--- src/rtl/mlp_rr_scheduler_pkg.sv ---
// Shared types and width helpers for the round-robin MLP engine scheduler.
package mlp_sched_pkg;

  typedef enum logic [2:0] {
    IDLE   = 3'd0,
    ISSUE  = 3'd1,
    BUSY   = 3'd2,
    RETIRE = 3'd3,
    ERROR  = 3'd4
  } state_e;

  function automatic int idx_width(input int n);
    return (n > 1) ? $clog2(n) : 1;
  endfunction

  // Timer must be able to hold TIMEOUT_CYCLES itself.
  function automatic int timer_width(input int t);
    return $clog2(t + 1);
  endfunction

endpackage

--- src/rtl/mlp_rr_scheduler_if.sv ---
// Requester/engine-facing signal bundle of the scheduler; slave = scheduler side.
interface mlp_rr_scheduler_if #(
  parameter int NUM_REQ   = 4,
  parameter int CNT_WIDTH = 32
);
  localparam int IDX_W = mlp_sched_pkg::idx_width(NUM_REQ);

  logic                 sched_en;
  logic [NUM_REQ-1:0]   req;
  logic [NUM_REQ-1:0]   ack;
  logic                 resp_err;
  logic                 grant_valid;
  logic [IDX_W-1:0]     grant_idx;
  logic                 mlp_start;
  logic                 mlp_valid_in;
  logic                 mlp_done;
  logic                 err_flag;
  logic                 clear_err;
  logic [CNT_WIDTH-1:0] served_count;

  modport slave (
    input  sched_en, req, mlp_done, clear_err,
    output ack, resp_err, grant_valid, grant_idx, mlp_start, mlp_valid_in,
           err_flag, served_count
  );

  modport master (
    output sched_en, req, mlp_done, clear_err,
    input  ack, resp_err, grant_valid, grant_idx, mlp_start, mlp_valid_in,
           err_flag, served_count
  );
endinterface

--- src/rtl/mlp_rr_scheduler_arbiter.sv ---
// Combinational round-robin pick: first set req strictly after last_grant, wrapping.
module rr_arbiter
  import mlp_sched_pkg::*;
#(
  parameter int NUM_REQ = 4,
  localparam int IDX_W  = idx_width(NUM_REQ)
) (
  input  logic [NUM_REQ-1:0] req,
  input  logic [IDX_W-1:0]   last_grant,
  output logic               any_req,
  output logic [IDX_W-1:0]   win_idx
);

  logic [NUM_REQ-1:0]   mask;
  logic [2*NUM_REQ-1:0] dbl_req;

  // Low copy holds only slots after last_grant; the high copy supplies the wrap.
  always_comb begin
    for (int i = 0; i < NUM_REQ; i++) begin
      mask[i] = (i > int'(last_grant));
    end
    dbl_req = {req, req & mask};
    win_idx = '0;
    for (int i = 2*NUM_REQ-1; i >= 0; i--) begin
      if (dbl_req[i]) win_idx = IDX_W'(i % NUM_REQ);
    end
  end

  assign any_req = |req;

endmodule

--- src/rtl/mlp_rr_scheduler.sv ---
// Shares one MLP engine among NUM_REQ requesters: round-robin grant, issue,
// wait for done (with watchdog), then a one-cycle ack to the winner.
module mlp_rr_scheduler
  import mlp_sched_pkg::*;
#(
  parameter int NUM_REQ        = 4,
  parameter int TIMEOUT_CYCLES = 1024,
  parameter int CNT_WIDTH      = 32
) (
  input  logic               clk,
  input  logic               rst,
  mlp_rr_scheduler_if.slave  bus
);

  localparam int IDX_W = idx_width(NUM_REQ);
  localparam int TMR_W = timer_width(TIMEOUT_CYCLES);
  localparam logic [TMR_W-1:0] TMR_LAST = TMR_W'(TIMEOUT_CYCLES - 1);

  state_e               state_q, state_d;
  logic [IDX_W-1:0]     grant_idx_q, grant_idx_d;
  logic [IDX_W-1:0]     last_grant_q, last_grant_d;
  logic [TMR_W-1:0]     timer_q, timer_d;
  logic [CNT_WIDTH-1:0] served_q, served_d;
  logic                 err_flag_q, err_flag_d;
  logic                 err_entry_q, err_entry_d;

  logic                 any_req;
  logic [IDX_W-1:0]     win_idx;
  logic                 ack_pulse;

  rr_arbiter #(.NUM_REQ(NUM_REQ)) u_arb (
    .req        (bus.req),
    .last_grant (last_grant_q),
    .any_req    (any_req),
    .win_idx    (win_idx)
  );

  always_comb begin
    // NOTE: every _d gets its hold value first so no branch can infer a latch.
    state_d      = state_q;
    grant_idx_d  = grant_idx_q;
    last_grant_d = last_grant_q;
    timer_d      = timer_q;
    served_d     = served_q;
    err_flag_d   = err_flag_q;
    err_entry_d  = 1'b0;

    case (state_q)
      IDLE: begin
        if (bus.sched_en && any_req) begin
          grant_idx_d = win_idx;
          state_d     = ISSUE;
        end
      end
      ISSUE: begin
        timer_d = '0;
        state_d = BUSY;
      end
      BUSY: begin
        // done takes priority over a coincident timeout
        if (bus.mlp_done) begin
          state_d = RETIRE;
        end else if (timer_q == TMR_LAST) begin
          state_d     = ERROR;
          err_flag_d  = 1'b1;
          err_entry_d = 1'b1;
        end else begin
          timer_d = timer_q + TMR_W'(1);
        end
      end
      RETIRE: begin
        last_grant_d = grant_idx_q;
        if (~&served_q) served_d = served_q + CNT_WIDTH'(1);
        state_d = IDLE;
      end
      ERROR: begin
        if (err_entry_q) last_grant_d = grant_idx_q;
        if (bus.clear_err) begin
          err_flag_d = 1'b0;
          state_d    = IDLE;
        end
      end
      default: state_d = IDLE;
    endcase
  end

  always_ff @(posedge clk or posedge rst) begin
    if (rst) begin
      state_q      <= IDLE;
      grant_idx_q  <= '0;
      last_grant_q <= IDX_W'(NUM_REQ - 1);
      timer_q      <= '0;
      served_q     <= '0;
      err_flag_q   <= 1'b0;
      err_entry_q  <= 1'b0;
    end else begin
      // NOTE: non-blocking so every flop samples the pre-edge values.
      state_q      <= state_d;
      grant_idx_q  <= grant_idx_d;
      last_grant_q <= last_grant_d;
      timer_q      <= timer_d;
      served_q     <= served_d;
      err_flag_q   <= err_flag_d;
      err_entry_q  <= err_entry_d;
    end
  end

  // err_entry_q is high only in the first ERROR cycle: the aborted job's ack.
  assign ack_pulse        = (state_q == RETIRE) || err_entry_q;
  assign bus.ack          = ack_pulse ? (NUM_REQ'(1) << grant_idx_q) : '0;
  assign bus.resp_err     = err_entry_q;
  assign bus.grant_valid  = (state_q == ISSUE) || (state_q == BUSY) || ack_pulse;
  assign bus.grant_idx    = grant_idx_q;
  assign bus.mlp_start    = (state_q == ISSUE);
  assign bus.mlp_valid_in = (state_q == ISSUE);
  assign bus.err_flag     = err_flag_q;
  assign bus.served_count = served_q;

endmodule

--- src/flat_wrapper.sv ---
// flat-port wrapper written by rule: the top's interface ports become plain ports
module mlp_rr_scheduler_flat import mlp_sched_pkg::*;
#(
  parameter int NUM_REQ        = 4,
  parameter int TIMEOUT_CYCLES = 1024,
  parameter int CNT_WIDTH      = 32
)
  (clk, rst, bus_sched_en, bus_req, bus_mlp_done, bus_clear_err, bus_ack, bus_resp_err, bus_grant_valid, bus_grant_idx, bus_mlp_start, bus_mlp_valid_in, bus_err_flag, bus_served_count);
  mlp_rr_scheduler_if #(.NUM_REQ(NUM_REQ), .CNT_WIDTH(CNT_WIDTH)) bus_i ();
  input  logic clk;
  input  logic rst;
  input wire logic [$bits(bus_i.sched_en)-1:0] bus_sched_en;
  input wire logic [$bits(bus_i.req)-1:0] bus_req;
  input wire logic [$bits(bus_i.mlp_done)-1:0] bus_mlp_done;
  input wire logic [$bits(bus_i.clear_err)-1:0] bus_clear_err;
  output wire logic [$bits(bus_i.ack)-1:0] bus_ack;
  output wire logic [$bits(bus_i.resp_err)-1:0] bus_resp_err;
  output wire logic [$bits(bus_i.grant_valid)-1:0] bus_grant_valid;
  output wire logic [$bits(bus_i.grant_idx)-1:0] bus_grant_idx;
  output wire logic [$bits(bus_i.mlp_start)-1:0] bus_mlp_start;
  output wire logic [$bits(bus_i.mlp_valid_in)-1:0] bus_mlp_valid_in;
  output wire logic [$bits(bus_i.err_flag)-1:0] bus_err_flag;
  output wire logic [$bits(bus_i.served_count)-1:0] bus_served_count;
  assign bus_i.sched_en = bus_sched_en;
  assign bus_i.req = bus_req;
  assign bus_i.mlp_done = bus_mlp_done;
  assign bus_i.clear_err = bus_clear_err;
  assign bus_ack = bus_i.ack;
  assign bus_resp_err = bus_i.resp_err;
  assign bus_grant_valid = bus_i.grant_valid;
  assign bus_grant_idx = bus_i.grant_idx;
  assign bus_mlp_start = bus_i.mlp_start;
  assign bus_mlp_valid_in = bus_i.mlp_valid_in;
  assign bus_err_flag = bus_i.err_flag;
  assign bus_served_count = bus_i.served_count;
  mlp_rr_scheduler #(.NUM_REQ(NUM_REQ), .TIMEOUT_CYCLES(TIMEOUT_CYCLES), .CNT_WIDTH(CNT_WIDTH)) u_core (.clk(clk), .rst(rst), .bus(bus_i));
endmodule
--- config.mk ---
export PLATFORM = sky130hd
export DESIGN_NAME = mlp_rr_scheduler_flat
export DESIGN_NICKNAME = d
export VERILOG_FILES = /design/src/rtl/mlp_rr_scheduler_pkg.sv /design/src/rtl/mlp_rr_scheduler_if.sv /design/src/rtl/mlp_rr_scheduler_arbiter.sv /design/src/rtl/mlp_rr_scheduler.sv /design/src/flat_wrapper.sv
export SDC_FILE = /design/constraint.sdc
export NUM_CORES = 1
export LEC_CHECK = 0
export CAP_MARGIN = 5
export CORE_MARGIN = 2
export CORE_UTILIZATION = 35
export CTS_BUF_LIST = sky130_fd_sc_hd__clkbuf_8
export DETAILED_ROUTE_END_ITERATION = 8
export PLACE_DENSITY = 0.67
export SLEW_MARGIN = 20
export SYNTH_ARGS = -nofsm -noshare
export SYNTH_HDL_FRONTEND = slang
export SYNTH_HIERARCHICAL = 1
export SYNTH_SLANG_ARGS = --single-unit
--- constraint.sdc ---
create_clock -name clk -period 2.4 [get_ports clk]
set_input_delay 0.36 -clock clk [delete_from_list [all_inputs] [get_ports clk]]
set_output_delay 0.36 -clock clk [all_outputs]
set_load 0.02 [all_outputs]
==> key figures, run 1 <==
Place
  – Post-DP HPWL: 4160 um
  – Placement Cell Area: 3330 um^2
  – Inst Count DP: 417
  – Port bufs: 51
  – Routability cong.: 0.796

Global routing
  – Gr usage total: 14.6%
  – Gr ovfl total: 0
  – First-pass GRT wire length: 9980 um
  – Largest net degree at the start of global routing: 53
  – Number of global-route vias before repair: 2044
  – Antenna violations before repair: 0

Detailed routing
  – Routed vias/inst: 5.12
  – Avg WL per Cell: 13.5 um
  – Starting DRT DRC Count: 108
  – Number of detailed-route iterations in the first pass: 4
  – Post-detailed-route count of antenna-violating nets: 0
  – DRC: 0
  – WL final: 5720 um
  – Vias: 2176

Timing
  – RSZ-0062 raised after global routing: no
  – Max Slew Vio Count: 0
  – Fin crit share: 93.4%
  – Min Tclk post-route: 2.24 ns
  – Max_slew headroom: 56.3%
  – Setup violations, final: 0
  – Worst-Margin Slew: 0.655 ns
  – Skew final: 0.0110 ns
  – Setup_tns: 0 ns
  – Fmax achieved: 0.446 GHz
  – Hold slack: 0.501 ns
  – Final count of hold timing violations: 0

Clock network
  – Clock sinks: 52
  – Clock buffer depth: 2
  – Root Driver: clkbuf_8
  – Total CTS buffers: 5
  – Worst skew pair latency: 0.31 ns
  – Hold buffer count at CTS: 0
  – CTS tree: yes
  – Worst-path clk slew: 0.10 ns
  – CTS H-tree depth: 2

Synthesis
  – Synth Area in XOR/XNOR: 9.49%
  – Post-Synth Simple-Gate Area: 25.9%
  – Most area-consuming cells after synthesis: dfrtp_1, xnor2_1, nand3_1, nand4_1, mux2_2
  – Dominant synthesized flop cell: dfrtp_1
  – Post-synthesis net count: 278
  – Post-synthesis adder-cell area fraction: 0.935%
  – Largest family of logic cells by synthesized area: simple AND/OR/NAND/NOR gates
  – Mapped Avg Cell Area: 10.0 um^2
  – Seq cells post-synth: 52
  – Ys async rst share: 100%
  – Unique masters post-synth: 47
  – Post-synthesis sequential area ratio: 48.7%
  – Post-synth EDFFs: 0
  – Synth Area in Compound Gates: 9.30%
  – Mux contribution to synthesized area: 2.94%
  – Post-synthesis cell area: 2680 um^2
  – Yosys top cell by area: dfrtp_1
  – Gate Count Post-Synth: 267
  – Yosys warnings: 6
  – Synth top area share: 46.7%

Worst setup path
  – CP Launch Type: register
  – CP Launch Point: u_core/state_q[2]$_DFFE_PP0P_
  – Delay-heaviest family, CP: buffers and inverters
  – Critical path type: register to output pin
  – Critical path data arrival time: 1.88 ns
  – Worst path cell trace: buf_4, nor2_1, nand2_1, inv_1, clkdlybuf4s50_1
  – Crit-path max FO: 11
  – Critical Path End Type: output pin
  – Worst R2R Start: u_core/bus.served_count[0]$_DFFE_PP0P_
  – Worst path bufs/invs: 3
  – CP peak stage delay: 0.61 ns
  – Crit path required time: 2.04 ns
  – Slowest cell on crit path: clkdlybuf4s50_1

Finish
  – Layout cells sized above 1: 11.0%
  – Layout area overhead: 28.6%
  – Non-Filler Instances: 425
  – Final nets: 336
  – Filler Cells Inserted: 665
  – Post-route cell area: 3440 um^2
  – Diode count: 0

Power
  – Maximum vdd drop: 543 uV
  – Pwr/cell area: 735 nW/um^2
  – Int Pwr: 1620 uW
  – Sequential share of power: 44.8%
  – Switching Share: 35.9%
  – Combinational Power Share: 34.9%
  – Pleak: 0.00148 uW
  – Clk pwr share: 20.2%
  – Sw Pwr: 907 uW

Floorplanning
  – Die Ht: 91.5 um
  – Initial Util: 36.5%
  – DIE AREA: 8370 um^2
  – Ports: 52
  – Core Area: 7330 um^2
  – Die Width: 91.5 um
  – Row count: 31

Hold path
  – Hold path start: u_core/bus.served_count[30]$_DFFE_PP0P_
  – Min-delay worst type: register to register

Run status
  – Status: complete, no violations

Run
  – Max-cap violations: 0
-- Yosys cell counts, types with 2 or more instances --
library cell,n
nor3b_1,2
and4_1,3
and2_1,6
buf_2,4
nand2b_1,2
nand3b_1,2
mux2_2,7
a21oi_1,6
a31oi_1,3
nand4_1,15
ha_1,2
dfrtp_1,50
o21a_1,3
o31ai_1,3
nand2_1,20
and3_1,11
nor2_1,20
nand3_1,22
xor2_1,3
dfstp_2,2
inv_1,9
xnor2_1,26
nor3_1,4
o21ai_0,14
clkbuf_1,3
o22ai_1,4
-- logic make-up after synthesis --
| family | Yosys count |
|---|---|
| multiplexers | 7 |
| AO/OA/AOI/OAI | 40 |
| buffers and inverters | 17 |
| XOR/XNOR | 29 |
| flip-flops | 52 |
| AND/OR/NAND/NOR | 120 |
| adder cells (fa/ha/maj) | 2 |
-- repair_timing --
| action | 4_1_cts | 5_1_grt |
|---|---|---|
| buffers inserted | 0 | 0 |
| resized for setup | 1 | 5 |
| pin swaps | 0 | 0 |
| setup endpoints to repair | 3 | 4 |
-- power groups by stage --
stage	Clock, uW	Sequential, uW	Combinational, uW
final	512	1130	884
after global routing	567	1160	963
after CTS	532	1140	889
after detailed placement	0	1150	880
after global placement	0	1140	868
after floorplan	0	1190	503
-- flip-flops by register name, indices dropped and copies added, names as in the netlist --
register	cells
u_core/bus.err_flag	1
u_core/bus.grant_idx	2
u_core/bus.resp_err	1
u_core/bus.served_count	32
u_core/last_grant_q	2
u_core/state_q	3
u_core/timer_q	11
-- final cells by class --
cell class / instances / area [um^2] / share of cell area, %
Multi-Input combinational cell: 198 / 1310 / 38.0
Clock buffer: 5 / 68.8 / 2.00
Inverter: 9 / 33.8 / 0.981
Timing Repair Buffer: 59 / 581 / 16.9
Clock inverter: 3 / 22.5 / 0.654
Sequential cell: 52 / 1300 / 37.9
Tap cell: 99 / 124 / 3.60
-- path summary, 6_finish.rpt --
kind,to,slack (ns),cells after the start
worst max-delay path,bus_mlp_valid_in,0.16,5
worst min register to register,u_core/bus.served_count[30]$_DFFE_PP0P_,0.50,1
worst min-delay path,u_core/bus.served_count[30]$_DFFE_PP0P_,0.50,1
min in group asynchronous,u_core/bus.served_count[17]$_DFFE_PP0P_,0.54,3
max in group asynchronous,u_core/timer_q[2]$_DFFE_PP0P_,1.42,3
worst max register to register,u_core/bus.served_count[28]$_DFFE_PP0P_,0.38,6
-- layout by cell type (no fill, tap or decap), types with 2 or more instances in the layout --
cell type        instances
o21a_1                   3
clkbuf_8                 5
a21oi_1                  6
o22ai_1                  4
and4_1                   3
o21ai_0                 14
nor3b_1                  2
inv_1                    8
dfstp_2                  2
and3_1                  11
nand2_1                 20
dlymetal6s2s_1           4
dfrtp_1                 50
ha_1                     2
nor2_1                  19
nand4_1                 15
clkdlybuf4s50_1         47
buf_4                    8
xor2_1                   3
xnor2_1                 26
nand3b_1                 2
a31oi_1                  3
nand3_1                 22
nand2b_1                 2
nor3_1                   4
and2_1                   6
mux2_2                   7
o31ai_1                  3
-- metrics by stage --
step	util [%]	setup WS (ns)	power [uW]
after floorplan	-	0.415	1690
after global placement	45.5	0.342	2010
after detailed placement	45.5	0.303	2030
after CTS	46.7	0.0301	2560
after global routing	47.0	0.00867	2690
final	47.0	0.159	2530
-- worst register-to-register path, cell delays in order, from the launching register on --
cell,delay (ns)
dfrtp_1,0.43
ha_1,0.26
and3_1,0.19
and4_2,0.25
or4b_4,0.51
nor2_1,0.17
xor2_1,0.15
-- per-layer routing --
layer | vias to the layer above | GRT usage, % | wire length [um]
met5 | - | 0 | 0
met3 | 7 | 2.66 | 235
met2 | 45 | 23.8 | 2800
met1 | 1048 | 19.9 | 2620
li1 | 1076 | - | -
met4 | 0 | 3.79 | 57
Note: power is estimated with default switching activity, not from simulation.
==> run 2: changes to the inputs <==
--- a/config.mk
+++ b/config.mk
@@ -10,7 +10,7 @@
 export CORE_UTILIZATION = 35
 export CTS_BUF_LIST = sky130_fd_sc_hd__clkbuf_8
 export DETAILED_ROUTE_END_ITERATION = 8
-export PLACE_DENSITY = 0.67
+export PLACE_DENSITY = 0.55
 export SLEW_MARGIN = 20
 export SYNTH_ARGS = -nofsm -noshare
 export SYNTH_HDL_FRONTEND = slang
==> run 2 against run 1 <==
Net effect: die area is the same; sequential power is essentially flat; wire length up 1.9%; final cell count rose by 0.24%; register-to-register slack got worse by 0.02 ns; clock power down 2%; clock-buffer cell count stayed put; total power down 0.18%; cell area increased by 0.36%; critical path depth did not move.
==> key figures, run 2 (synthesized netlist as in run 1, its figures left out) <==
Run status
  – Status: complete, no violations

Floorplanning
  – Initial Util: 36.5%
  – Die Ht: 91.5 um
  – DIE AREA: 8370 um^2
  – Ports: 52
  – Row count: 31
  – Core Area: 7330 um^2
  – Die Width: 91.5 um

Power
  – Pleak: 0.00145 uW
  – Total power: 2530 uW
  – Combinational Power Share: 35.3%
  – Maximum vdd drop: 402 uV
  – Int Pwr: 1630 uW
  – Clk pwr share: 19.8%
  – Sequential share of power: 44.9%
  – Sw Pwr: 900 uW
  – Pwr/cell area: 731 nW/um^2
  – Switching Share: 35.6%

Timing
  – Setup_tns: 0 ns
  – Final worst slack: 0.119 ns
  – Worst-Margin Slew: 0.621 ns
  – Max Slew Vio Count: 0
  – Max_slew headroom: 58.3%
  – Min Tclk post-route: 2.28 ns
  – RSZ-0062 raised after global routing: no
  – Skew final: 0.00655 ns
  – Fin crit share: 95.0%
  – Setup violations, final: 0
  – Final count of hold timing violations: 0
  – Fmax achieved: 0.438 GHz

Worst setup path
  – CP Launch Type: register
  – Critical path type: register to output pin
  – Reg2reg path depth: 7
  – Worst path cell trace: nand2b_1, nor2_4, nor2_1, and3b_1, clkdlybuf4s50_1
  – Crit path required time: 2.04 ns
  – Worst path bufs/invs: 1
  – CP peak stage delay: 0.59 ns
  – Crit-path max FO: 4
  – Slowest cell on crit path: clkdlybuf4s50_1
  – Critical Path Stages: 5
  – Critical Path End Type: output pin
  – Delay-heaviest family, CP: simple AND/OR/NAND/NOR gates
  – Critical path data arrival time: 1.92 ns

Global routing
  – Number of global-route vias before repair: 2094
  – Largest net degree at the start of global routing: 30
  – Antenna violations before repair: 0
  – Gr ovfl total: 0
  – Gr usage total: 14.8%
  – First-pass GRT wire length: 10100 um

Clock network
  – Worst skew pair latency: 0.31 ns
  – Clock sinks: 52
  – Total CTS buffers: 5
  – CTS H-tree depth: 2
  – Root Driver: clkbuf_8
  – CTS tree: yes
  – Worst-path clk slew: 0.10 ns
  – Clock buffer depth: 2

Detailed routing
  – WL final: 5830 um
  – Starting DRT DRC Count: 70
  – Number of detailed-route iterations in the first pass: 4
  – Vias: 2174
  – Post-detailed-route count of antenna-violating nets: 0
  – Routed vias/inst: 5.10
  – Avg WL per Cell: 13.7 um
  – DRC: 0

Place
  – Post-DP HPWL: 4270 um
  – Port bufs: 51
  – DP Worst Slack: 0.284 ns
  – Inst Count DP: 418
  – Routability cong.: 0.775

Finish
  – Max reg flops: 32
  – Layout cells sized above 1: 11.0%
  – Multi-input combinational cell area: 1310 um^2
  – Layout area overhead: 29.0%
  – Commonest non-fill, non-tap cell in the layout: dfrtp_1
  – Most frequent cells in the layout: dfrtp_1, clkdlybuf4s50_1, xnor2_1, nand3_1, nand2_1
  – Sequential Area: 1300 um^2
  – Diode count: 0
  – Filler Cells Inserted: 695
  – Final nets: 337
  – Non-Filler Instances: 426

Hold path
  – Min-delay worst type: input pin to async pin

Run
  – Max-cap violations: 0
[run 2: path summary, 6_finish.rpt]
path / startpoint / slack (ns) / end
hold / removal: rst / 0.40 / u_core/bus.served_count[16]$_DFFE_PP0P_
min in group clk: u_core/bus.served_count[30]$_DFFE_PP0P_ / 0.49 / u_core/bus.served_count[30]$_DFFE_PP0P_
max in group asynchronous: rst / 1.40 / u_core/last_grant_q[0]$_DFFE_PP1P_
setup / recovery: u_core/state_q[2]$_DFFE_PP0P_ / 0.12 / bus_ack[3]
setup reg to reg: u_core/timer_q[0]$_DFFE_PP0P_ / 0.36 / u_core/timer_q[7]$_DFFE_PP0P_
hold reg to reg: u_core/bus.served_count[30]$_DFFE_PP0P_ / 0.49 / u_core/bus.served_count[30]$_DFFE_PP0P_
[run 2: area by class of cell]
type	count	share of cell area [%]
clock buffers	5	1.99
inverters	9	0.978
clock inverters	3	0.580
multi-input cells	198	37.9
well taps	99	3.59
flip-flops and latches	52	37.7
repair buffers	60	17.2
[run 2: routing by layer]
metal / part of all wire (%) / GRT usage, % / vias up
met3: 3.8 / 2.74 / 6
li1: - / - / 1080
met4: 1.0 / 4.17 / 0
met5: 0 / 0 / -
met1: 48 / 20.0 / 1050
met2: 47 / 24.1 / 38
[run 2: power by group through the flow]
stage	Clock (uW)	Sequential (uW)	Combinational [uW]
floorplan	0	1190	503
global placement	0	1150	887
detailed placement	0	1150	889
CTS	523	1140	898
global route	561	1160	976
finish	500	1140	891
[run 2: metrics by stage]
stage | util [%] | cell area (um^2) | hold slack [ns]
6_report | 47.1 | 3450 | 0.396
5_1_grt | 47.1 | 3450 | 0.428
4_1_cts | 47.0 | 3440 | 0.409
2_1_floorplan | - | 2680 | 0.464
3_3_place_gp | 45.7 | 3350 | 0.476
3_5_place_dp | 45.7 | 3350 | 0.481
[run 2: repair_timing]
action | in CTS | in global routing
hold buffers | 0 | 0
resized for setup | 1 | 3
hold endpoints to repair | 0 | 0
setup buffers | 0 | 0
endpoints found under the setup margin | 4 | 4
==> run 3: changes to the inputs <==
--- a/config.mk
+++ b/config.mk
@@ -11,6 +11,7 @@
 export CTS_BUF_LIST = sky130_fd_sc_hd__clkbuf_8
 export DETAILED_ROUTE_END_ITERATION = 8
 export PLACE_DENSITY = 0.55
+export SKIP_LAST_GASP = 1
 export SLEW_MARGIN = 20
 export SYNTH_ARGS = -nofsm -noshare
 export SYNTH_HDL_FRONTEND = slang
==> results of run 3 <==
No change in the layout: final DEF, timing and power equal those of run 2.
